==> config.mk <==
export PLATFORM = sky130hd
export DESIGN_NAME = derotate_demux_flat
export DESIGN_NICKNAME = d
export VERILOG_FILES = /design/src/rtl/derotate_demux_if.sv /design/src/rtl/derotate_demux.sv /design/src/flat_wrapper.sv
export SDC_FILE = /design/constraint.sdc
export NUM_CORES = 1
export LEC_CHECK = 0
export ABC_AREA = 1
export CORE_MARGIN = 2
export CORE_UTILIZATION = 40
export DETAILED_ROUTE_END_ITERATION = 12
export PLACE_DENSITY = 0.78
export SYNTH_ARGS = -nofsm -noshare
export SYNTH_HDL_FRONTEND = slang
export SYNTH_SLANG_ARGS = --single-unit
==> constraint.sdc <==
create_clock -name clk -period 1.4 [get_ports clk]
set_input_delay 0.28 -clock clk [delete_from_list [all_inputs] [get_ports clk]]
set_output_delay 0.28 -clock clk [all_outputs]
set_load 0.01 [all_outputs]
==> src/rtl/derotate_demux_if.sv <==
// Bus between the rotate datapath return side and the de-rotating demux.
interface derotate_demux_if #(
  parameter int unsigned WIDTH = 8
);
  logic             load;
  logic             sel;
  logic             step;
  logic             r_l;
  logic             req;
  logic [WIDTH-1:0] din;
  logic [WIDTH-1:0] a_out;
  logic [WIDTH-1:0] b_out;
  logic             a_valid;
  logic             b_valid;
  logic             err;
  logic             tracking;

  modport master (
    output load, sel, step, r_l, req, din,
    input  a_out, b_out, a_valid, b_valid, err, tracking
  );

  modport slave (
    input  load, sel, step, r_l, req, din,
    output a_out, b_out, a_valid, b_valid, err, tracking
  );
endinterface

==> src/rtl/derotate_demux.sv <==
// Tracks net rotation applied upstream and undoes it, steering the restored word
// into the A or B output register selected by the tag captured at load.
module derotate_demux #(
  parameter int unsigned WIDTH = 8
) (
  input  logic             clk,
  input  logic             rst,
  derotate_demux_if.slave  bus
);

  localparam int unsigned OFS_W = (WIDTH > 1) ? $clog2(WIDTH) : 1;
  localparam logic [OFS_W-1:0] OFS_MAX = OFS_W'(WIDTH - 1);

  typedef enum logic {IDLE, TRACK} state_t;

  state_t             state_q, state_d;
  logic [OFS_W-1:0]   offset_q, offset_d;
  logic               sel_tag_q, sel_tag_d;
  logic [WIDTH-1:0]   a_q, a_d;
  logic [WIDTH-1:0]   b_q, b_d;
  logic               a_valid_q, a_valid_d;
  logic               b_valid_q, b_valid_d;
  logic               err_q, err_d;
  logic [2*WIDTH-1:0] dbl_c;
  logic [WIDTH-1:0]   restored_c;

  // Barrel rotate-right of din by the current (pre-step) offset.
  always_comb begin
    dbl_c      = {bus.din, bus.din} >> offset_q;
    restored_c = dbl_c[WIDTH-1:0];
  end

  // Next-state, offset tracking and output steering; load outranks step and req.
  always_comb begin
    state_d   = state_q;
    offset_d  = offset_q;
    sel_tag_d = sel_tag_q;
    a_d       = a_q;
    b_d       = b_q;
    a_valid_d = 1'b0;
    b_valid_d = 1'b0;
    err_d     = 1'b0;

    if (bus.load) begin
      state_d   = TRACK;
      offset_d  = '0;
      sel_tag_d = bus.sel;
    end else begin
      case (state_q)
        IDLE: begin
          if (bus.req) err_d = 1'b1;
        end
        TRACK: begin
          if (bus.step) begin
            if (bus.r_l) offset_d = (offset_q == OFS_MAX) ? '0 : offset_q + OFS_W'(1);
            else         offset_d = (offset_q == '0) ? OFS_MAX : offset_q - OFS_W'(1);
          end
          if (bus.req) begin
            if (sel_tag_q) begin
              b_d       = restored_c;
              b_valid_d = 1'b1;
            end else begin
              a_d       = restored_c;
              a_valid_d = 1'b1;
            end
          end
        end
        default: state_d = IDLE;
      endcase
    end
  end

  // State and output registers with synchronous reset.
  always_ff @(posedge clk) begin
    if (rst) begin
      state_q   <= IDLE;
      offset_q  <= '0;
      sel_tag_q <= 1'b0;
      a_q       <= '0;
      b_q       <= '0;
      a_valid_q <= 1'b0;
      b_valid_q <= 1'b0;
      err_q     <= 1'b0;
    end else begin
      state_q   <= state_d;
      offset_q  <= offset_d;
      sel_tag_q <= sel_tag_d;
      a_q       <= a_d;
      b_q       <= b_d;
      a_valid_q <= a_valid_d;
      b_valid_q <= b_valid_d;
      err_q     <= err_d;
    end
  end

  assign bus.a_out    = a_q;
  assign bus.b_out    = b_q;
  assign bus.a_valid  = a_valid_q;
  assign bus.b_valid  = b_valid_q;
  assign bus.err      = err_q;
  assign bus.tracking = (state_q == TRACK);

endmodule

==> src/flat_wrapper.sv <==
// flat-port wrapper written by rule: the top's interface ports become plain ports
module derotate_demux_flat 
#(
  parameter int unsigned WIDTH = 8
)
  (clk, rst, bus_load, bus_sel, bus_step, bus_r_l, bus_req, bus_din, bus_a_out, bus_b_out, bus_a_valid, bus_b_valid, bus_err, bus_tracking);
  derotate_demux_if #(.WIDTH(WIDTH)) bus_i ();
  input  logic clk;
  input  logic rst;
  input wire logic [$bits(bus_i.load)-1:0] bus_load;
  input wire logic [$bits(bus_i.sel)-1:0] bus_sel;
  input wire logic [$bits(bus_i.step)-1:0] bus_step;
  input wire logic [$bits(bus_i.r_l)-1:0] bus_r_l;
  input wire logic [$bits(bus_i.req)-1:0] bus_req;
  input wire logic [$bits(bus_i.din)-1:0] bus_din;
  output wire logic [$bits(bus_i.a_out)-1:0] bus_a_out;
  output wire logic [$bits(bus_i.b_out)-1:0] bus_b_out;
  output wire logic [$bits(bus_i.a_valid)-1:0] bus_a_valid;
  output wire logic [$bits(bus_i.b_valid)-1:0] bus_b_valid;
  output wire logic [$bits(bus_i.err)-1:0] bus_err;
  output wire logic [$bits(bus_i.tracking)-1:0] bus_tracking;
  assign bus_i.load = bus_load;
  assign bus_i.sel = bus_sel;
  assign bus_i.step = bus_step;
  assign bus_i.r_l = bus_r_l;
  assign bus_i.req = bus_req;
  assign bus_i.din = bus_din;
  assign bus_a_out = bus_i.a_out;
  assign bus_b_out = bus_i.b_out;
  assign bus_a_valid = bus_i.a_valid;
  assign bus_b_valid = bus_i.b_valid;
  assign bus_err = bus_i.err;
  assign bus_tracking = bus_i.tracking;
  derotate_demux #(.WIDTH(WIDTH)) u_core (.clk(clk), .rst(rst), .bus(bus_i));
endmodule
Word-level counts from Yosys, hierarchy flattened --
Cells that the tools add are included.
Cells by class: add/sub/neg operators 2, eq/ne operators 1, reduce and logical (&&, ||, !) cells 7, shift-type cells 1, bitwise gates (word level) 4, mux-type cells 6
Operators with widths (number):
- 16-bit by 3-bit right shift with 8-bit output | 1
- 3-bit two-way mux | 3
- 4-bit AND reduction | 2
- 1-bit NOT | 4
- 4-bit OR reduction | 1
- 3-bit by 1-bit adder with 3-bit output, second input constant | 1
- 3-bit == test, second input constant | 1
- 3-bit zero test | 1
- 1-bit two-way mux | 3
- 3-bit OR reduction | 1
- 3-bit by 1-bit subtractor with 3-bit output, second input constant | 1
- 2-bit AND reduction | 1
- 2-bit OR reduction | 1
Storage, ports and cells: logic and storage cells 29, register bits after elaboration 24, output and inout port bits 20, input port bits 15

Depth between registers and ports, before layout --
Gate-level depths: netlist of the first run.
depth in word-level cells 3, gate-level depth with buffers 8, gate-level depth less buffers 7

Worst setup path before layout of the first run --
Ideal clock, no wire load.
path kind flip-flop to flip-flop, start register u_core.offset_q[0], end register u_core.offset_q[2], path slack 0.176 ns, cell stages (with the launch flop) 6, required time 1.275 ns, setup time 0.125 ns, arrival time 1.099 ns, cell sequence dfxtp_1 > buf_2 > inv_2 > ha_1 > o31ai_1 > a21oi_1
On the way: word-level cells in the longest chain between the ends 3
RTL lines:
- start: declaration | line derotate_demux.sv:17 | logic [OFS_W-1:0] offset_q, offset_d;
- start signal: assignment | line derotate_demux.sv:86 | offset_q <= offset_d;
- 3-bit by 1-bit subtractor with 3-bit output, or another cell as far along | line derotate_demux.sv:56 | else offset_d = (offset_q == '0) ? OFS_MAX : offset_q - OFS_W'(1);
- 3-bit two-way mux, on equally long branches | line derotate_demux.sv:56, derotate_demux.sv:55
- 3-bit two-way mux (*) | line derotate_demux.sv:55 | if (bus.r_l) offset_d = (offset_q == OFS_MAX) ? '0 : offset_q + OFS_W'(1);
Mark *: on every way between the ends. The rest lies on a longest branch, timed or not. A chain may end at the register's enable or synchronous reset.

Worst setup path after layout of the first run --
start register u_core.a_q[7], in the netlist u_core.bus.a_out[7], end output bus_a_out[7]
RTL lines:
- start: declaration | line derotate_demux.sv:19 | logic [WIDTH-1:0] a_q, a_d;
- start signal: assignment | line derotate_demux.sv:79 | a_q <= '0;
- start signal: assignment | line derotate_demux.sv:88 | a_q <= a_d;
- end: declaration | line flat_wrapper.sv:16 | output wire logic [$bits(bus_i.a_out)-1:0] bus_a_out;
No word-level cell between the ends.

==> results of run 1 <==
layer usage:
layer	up-vias	GRT usage (%)	part of all wire (%)
met2	58	28.9	44
met5	-	0	0
met3	7	3.99	6.3
met4	0	1.82	1.4
li1	735	-	-
met1	618	24.4	48
synth_stat cells (all sizes together), types with 2 or more instances:
library cell,n
dfxtp,24
ha,4
inv,24
buf,5
a21oi,2
o21ai,3
clkbuf,2
nand2,41
nor3,2
nand3,52
nor2,36
how the worst min path moves through the flow:
| stage | from | endpoint |
|---|---|---|
| 3_3_place_gp | u_core.sel_tag_q | u_core.bus.a_valid |
| 3_5_place_dp | u_core.sel_tag_q | u_core.bus.a_valid |
| 2_1_floorplan | bus_load | u_core.bus.a_valid |
| 6_report | bus_sel | u_core.sel_tag_q |
| 5_1_grt | bus_sel | u_core.sel_tag_q |
| 4_1_cts | bus_sel | u_core.sel_tag_q |
final cells by class:
| type | count | area, sq um |
|---|---|---|
| flip-flops and latches | 24 | 484 |
| well taps | 44 | 55.1 |
| clock inverters | 1 | 30.0 |
| inverters | 25 | 93.8 |
| clock buffers | 3 | 22.5 |
| fillers | 331 | 1280 |
| multi-input cells | 145 | 704 |
| repair buffers | 45 | 435 |
state kept, by name, indices dropped and copies added, names as in the netlist:
| signal | count |
|---|---|
| u_core.offset_q | 3 |
| u_core.bus.err | 1 |
| u_core.bus.b_valid | 1 |
| u_core.bus.b_out | 8 |
| u_core.bus.a_out | 8 |
| u_core.sel_tag_q | 1 |
| u_core.bus.a_valid | 1 |
| u_core.bus.tracking | 1 |
repair_timing:
item | CTS | global route
gates resized for setup | 23 | 0
hold buffers | 0 | 0
setup endpoints to repair | 20 | 0
logic make-up after synthesis:
family / share of synthesized area [%]
flip-flops: 36.1
adder cells (fa/ha/maj): 3.76
AO/OA/AOI/OAI: 3.48
AND/OR/NAND/NOR: 45.7
buffers and inverters: 10.9
power by group:
part	switching [W]	internal (W)	leakage, nW
logic	0.000129	0.000117	0.724
registers	0.0000146	0.000705	0.196
clock network	0.000232	0.000289	0.0279
total	0.000376	0.00111	0.948
metrics by stage:
stage	setup TNS, ns	hold WS, ns
final	0	0.513
after global routing	0	0.514
after CTS	0	0.509
after detailed placement	-1.55	0.537
after global placement	-1.44	0.527
after floorplan	0	0.359
==> impl_summary.md, run 1 <==
Synth
The most used flip-flop cell after synthesis is sky130_fd_sc_hd__dfxtp_1. The synthesized design contains 0 enable-type register cells. The number of warnings reported in the yosys synthesis log is 0. In the synthesized netlist, the number of instances is 201.

The biggest area contributor in the post-synthesis netlist is sky130_fd_sc_hd__dfxtp_1. The number of storage elements in the synthesis netlist is 24. Summing every instance area after synthesis gives between 1000 and 1500 sq um. The share of synthesized area in the top cell type comes to between 30% and 40%. The number of different library cells used by synthesis comes to 23.

The post-synthesis net count is between 200 and 250. The fraction of synthesis flops using an asynchronous set or reset pin is 0%. Sequential cells were found to cover around 36% of the synthesized design area. In the post-synthesis netlist, the biggest area contributors are sky130_fd_sc_hd__dfxtp_1, sky130_fd_sc_hd__nand3_1, sky130_fd_sc_hd__nand2_1.

The synthesized area per cell is between 6 and 7 sq um.

Cells and area
The final design area excluding fillers is between 1500 and 2000 sq um. The most frequent standard cell in the layout excluding fill and tap cells is sky130_fd_sc_hd__nand3_1. Excluding fillers, the count of instances in the completed layout stands at 287. From synthesis to final layout, the design area changed by 37.3%. The final layout contains 263 nets. Leaving out fill and tap cells, the most frequent cells in the layout are sky130_fd_sc_hd__nand3_1, sky130_fd_sc_hd__nand2_1, sky130_fd_sc_hd__nor2_1, sky130_fd_sc_hd__inv_1, sky130_fd_sc_hd__dfxtp_1. Cells fill between 50% and 60% of the core in the end. The number of antenna repair diodes is 0.

The fraction of layout cells with a size suffix above 1 is between 10% and 20%.

Detailed routing
The vias after detailed routing is between 1000 and 1500. The length of the first detailed-routing pass in iterations is 5. In the final routed layout, each cell accounts on average for 10.9 microns. The DRC marker count from the first detailed-route iteration is 89.

The ratio of routed vias to standard cells is around 4.9. After detailed routing, the number of remaining DRC violations is 0. The sum of routed wire length over all layers is a little over 3000 microns.

The remaining antenna violation count after routing is 0.

Worst setup path
The largest individual stage delay along the critical path comes from the cell sky130_fd_sc_hd__dfxtp_1. The logic depth of the worst path, buffers included is 1. In this run the worst path has a maximum fanout of 2. The critical path is of the reg -> out type. The dominant delay contributor by cell family on the critical path is flip-flops. In this run the worst setup path terminates at bus_a_out[7]. Data arrives at the worst endpoint at about 0.98 ns. The worst register-to-register path ends at u_core.bus.b_out[6]. The number of buffers and inverters on the critical path is 1. The cell depth of the worst flop-to-flop path is 5.

STA classifies the critical path endpoint as an output port. The signal on the critical path passes through dlygate4sd2_1. In this run the worst setup path begins at u_core.bus.a_out[7]. The type of origin of the critical path is a flip-flop. The startpoint identified for the worst register-to-register timing path is u_core.offset_q[2]. For the worst setup path, the data required time is ~1.1 ns. On the worst path, the slowest cell contributes a delay of 0.38 ns. The worst register-to-register path has a setup slack of roughly 0.15 ns.

Timing
Setup repair after global routing left no endpoint under its margin. The number of pins exceeding their max-slew limit in the final report is 0. The total setup violations reported at the end of the flow is 0. Between clock sinks in the finished design, the worst skew comes to about 0.016 ns.

The number of endpoints with negative hold slack in the final report is 0. The fmax is 792 MHz. The slew at the pin closest to its max-slew limit is ~0.27 ns. Dividing the final minimum period by the clock period gives about 90%. The final setup slack of the worst path is ~0.14 ns. The minimum clock period after layout is approximately 1.3 ns. The worst max-slew margin expressed relative to the limit is slightly above 80%.

Flow run
Max-cap violations in this run came to 0.

Placed design
The placement-stage cell area is 1790 sq um. The count of buffers inserted at the top-level ports is 34. Before CTS, the worst setup slack after placement is -0.113 ns. Routability-driven placement finished with a final weighted congestion of between 0.8 and 0.9. The half-perimeter wire length of the detailed placement result is approximately 2300 microns. After detailed placement, the design holds a cell count of between 200 and 300.

CTS
The number of sinks handled by clock tree synthesis is 24. The tree is rooted in a sky130_fd_sc_hd__clkbuf_4. The clock reaches the later pin of the worst-skew pair after between 0.3 and 0.4 ns. The longest clock path from root to sink contains 2 buffers. CTS built an H-tree with a depth of 1. The post-CTS setup buffer count is 0. The clock input transition at the sequential cells of the worst setup and hold paths is about 0.15 ns. The clock buffer count from CTS is 3. TritonCTS built the clock tree.

GRT
The first global-routing pass estimated slightly above 5000 microns of wire. The maximum number of pins on one net before global-route repair is 22. For this run, the total global-route usage over all layers was measured as between 10% and 20%.

The via count of the first global-routing pass is about 1200. The total global routing overflow is 0. The initial antenna violation count came to 0.

Run status
The run finished with clean final reports.

Pwr
In this run the static leakage power is approximately 0.95 nW. Power spread over the standard cell area amounts to 814 nW/um^2. The worst supply voltage drop on vdd is 0.536 mV. The total chip power is around 0.0015 W.

Floorplan
The number of rows in the core area is 20. In this run the standard cell core region covers a little over 3000 sq um. The number of I/O pins is 35.

The area of the die is 3800 sq um. The initial core utilization is around 43%. The chip height is 61.7 microns.

The die extent in x is slightly above 60 microns.

Worst hold path
The worst hold path was traced through 3 stages. The worst hold path class is in -> reg.
Power figures use the tool's default switching activity.
==> run 2, diff against run 1 <==
- CORE_UTILIZATION: 40 -> 48
- PLACE_DENSITY: 0.78 -> 0.89
==> run 2 against run 1 <==
Against the previous run:
- clock skew is 0.011 ns lower
- worst setup slack worse by 0.022 ns
- via count is 1.5% higher
- combinational power hardly changed
- sequential share of layout area is 0.26 points higher
- non-clock buffer count is 1 higher
- final area is 1.2% lower
- critical path depth is 6 higher
- clock-buffer cell count stayed put
- register-to-register slack worse by 0.03 ns
- global-route usage is 3.2 points higher
- core utilization is 8.3 points higher
- critical path type is now reg -> reg
- largest cell class unchanged
- largest power group unchanged
==> impl_summary.md, run 2 (same netlist as run 1, synthesis figures left out) <==
Cells and area
Leaving out fill and tap cells, the most frequent cells in the layout are sky130_fd_sc_hd__nand3_1, sky130_fd_sc_hd__nand2_1, sky130_fd_sc_hd__nor2_1, sky130_fd_sc_hd__inv_1, sky130_fd_sc_hd__dfxtp_1. The number of antenna repair diodes is 0 (unchanged). The final cell utilization of the core is 67.1% (+8.3 points). The fraction of layout cells with a size suffix above 1 came to 11.5% (-0.047 points).

The library cell used most frequently in the layout, excluding fill and tap cells, is sky130_fd_sc_hd__nand3_1. The number of nets in the layout was 264 (+0.38%). The area growth from synthesis to final layout is 35.6%.

Detailed routing
The remaining antenna violation count after routing is 0 (unchanged). The length of the first detailed-routing pass in iterations is 4 (-1). The vias after detailed routing is 1439 (+1.5%). The routed wirelength normalized by instance count came to 11.1 microns (+2.6%). The DRC marker count from the first detailed-route iteration is 61 (-31%).

The ratio of routed vias to standard cells is 5.23 (+5.9%). The sum of routed wire length over all layers is 3060 microns (-1.7%). The total DRC errors in the routed layout is 0 (unchanged).

Placed design
The count of buffers inserted at the top-level ports is 34 (unchanged). The post-placement setup slack was -0.212 ns (-0.0991 ns). The global placement routability congestion is 0.947 (+8.7%).

The half-perimeter wire length of the detailed placement result is 2330 microns (about the same).

Floorplan
The chip height is 56.6 microns (-8.1%). The number of rows in the core area is 19 (-5.0%). The die extent in x is 56.6 microns (-8.1%). The area of the core was 2690 sq um (-13%). The initial core utilization is 49.5% (+6.6 points).

The area of the die is 3210 sq um (-16%). The number of I/O pins is 35 (unchanged).

Timing
The minimum hold slack came to 0.535 ns (+0.0216 ns). The total setup violations reported at the end of the flow is 0 (unchanged). The minimum clock period after layout is 1.28 ns (+0.0222 ns).

The number of pins exceeding their max-slew limit in the final report is 0 (unchanged). Setup repair after global routing left no endpoint under its margin. The worst max-slew margin expressed relative to the limit is 80.3% (-1.4 points). The final setup slack of the worst path was 0.115 ns (-0.0222 ns).

The number of endpoints with negative hold slack in the final report came to 0 (unchanged). The worst clock skew on the final layout is 0.00516 ns (-0.0108 ns). The fmax is 778 MHz (-1.7%).

The final worst-path cycle share is 91.8% (+1.6 points). The slew at the pin closest to its max-slew limit is 0.294 ns (+0.0213 ns).

CTS
The number of levels the H-tree was split into came to 1 (unchanged). TritonCTS built the clock tree. The clock root buffer is sky130_fd_sc_hd__clkbuf_4. The number of sinks handled by clock tree synthesis was 24 (unchanged). The post-CTS setup buffer count was 0 (unchanged). The post-cts resize count is 21 (-8.7%). The number of hold buffers added after cts is 0 (unchanged). The clock tree buffer depth is 2 (unchanged). The clock buffer count from CTS is 3 (unchanged). The clock input transition at the sequential cells of the worst setup and hold paths was 0.13 ns (-0.02 ns). The latest clock arrival within the worst-skew pair came to 0.32 ns (about the same).

Pwr
The total power per unit cell area was 814 nW/um^2 (about the same). The worst supply voltage drop on vdd is 0.579 mV (+8.0%). The leakage power is 0.950 nW (+0.21%).

Worst setup path
The critical path goes through ha_1, ha_1, inv_1, o21ai_0, nand3_1, o211ai_1, inv_1. The critical path data arrival time is 1.51 ns (+0.53 ns). STA classifies the critical path endpoint as a flip-flop. The kind of cell with the highest combined delay along the critical path is flip-flops. STA classifies the critical path startpoint as a flip-flop. The number of buffers and inverters on the critical path came to 2 (+1). The required time of the critical path was 1.62 ns (+0.50 ns). The peak per-stage delay on the critical path is 0.42 ns (+0.04 ns).

The slowest stage of the critical path is the sky130_fd_sc_hd__dfxtp_1 cell. The type of the worst setup path is reg -> reg. The largest driver fanout on the critical path is 4 (+2).

GRT
The first-pass GRT wire length is 5360 microns (+5.9%). The maximum number of pins on one net before global-route repair is 21 (-4.5%). The total global routing overflow came to 0 (unchanged).

The via count of the first global-routing pass was 1278 (+8.6%). The global routing usage summed across all routing layers is 20.8% (+3.2 points). The initial antenna violation count was 0 (unchanged).

Run status
The run finished with clean final reports.

Flow run
The count of maximum capacitance violations came to 0 (unchanged).

Worst hold path
The min-delay analysis places its worst path in the category in -> reg.
[run 2: cell count changes in the layout (fill, tap and decap cells not counted), sizes merged]
cell	before	now
buf	11	12
[run 2: report_power, final]
part / internal [W] / switching, W / total [W]
clock: 0.000290 / 0.000214 / 0.000504
combinational: 0.000113 / 0.000133 / 0.000246
sequential: 0.000704 / 0.0000138 / 0.000718
[run 2: metrics by stage]
stage	std cells	setup TNS, ns	area, sq um	total power, W
2_1_floorplan	201	0	1330	0.000867
3_3_place_gp	271	-1.87	1770	0.000983
3_5_place_dp	271	-2.45	1770	0.000986
4_1_cts	275	0	1800	0.00147
5_1_grt	275	0	1800	0.00154
6_report	275	0	1800	0.00147
[run 2: layout make-up]
class | instances | area [sq um]
fill | 238 | 883
multi-input combinational | 145 | 704
sequential | 24 | 483
timing repair buffer | 46 | 430
inverter | 25 | 93.8
tap | 31 | 38.8
clock inverter | 1 | 30.0
clock buffer | 3 | 22.5
[run 2: worst register-to-register path, delay by kind of cell, from the launching register on]
kind	cells	cell delay (ns)
flops	1	0.42
compound gates	2	0.25
fa+ha+maj	2	0.35
simple gates	1	0.08
buf+inv	2	0.10
[run 2: worst paths after layout]
| check | from | to | slack (ns) | cells past startpoint |
|---|---|---|---|---|
| min reg2reg | u_core.bus.tracking | u_core.bus.tracking | 0.54 | 2 |
| max | u_core.offset_q[0] | u_core.offset_q[0] | 0.12 | 7 |
| max reg2reg | u_core.offset_q[0] | u_core.offset_q[0] | 0.12 | 7 |
| min | bus_sel | u_core.sel_tag_q | 0.53 | 3 |
[run 2: layer usage]
metal	vias up	part of all wire, %	routed length [microns]	global-route usage, %
met3	12	7.2	219	3.00
met2	73	44	1350	33.2
met5	-	0	0	0
met4	0	2.6	81	9.52
met1	623	46	1410	27.4
li1	731	-	-	-
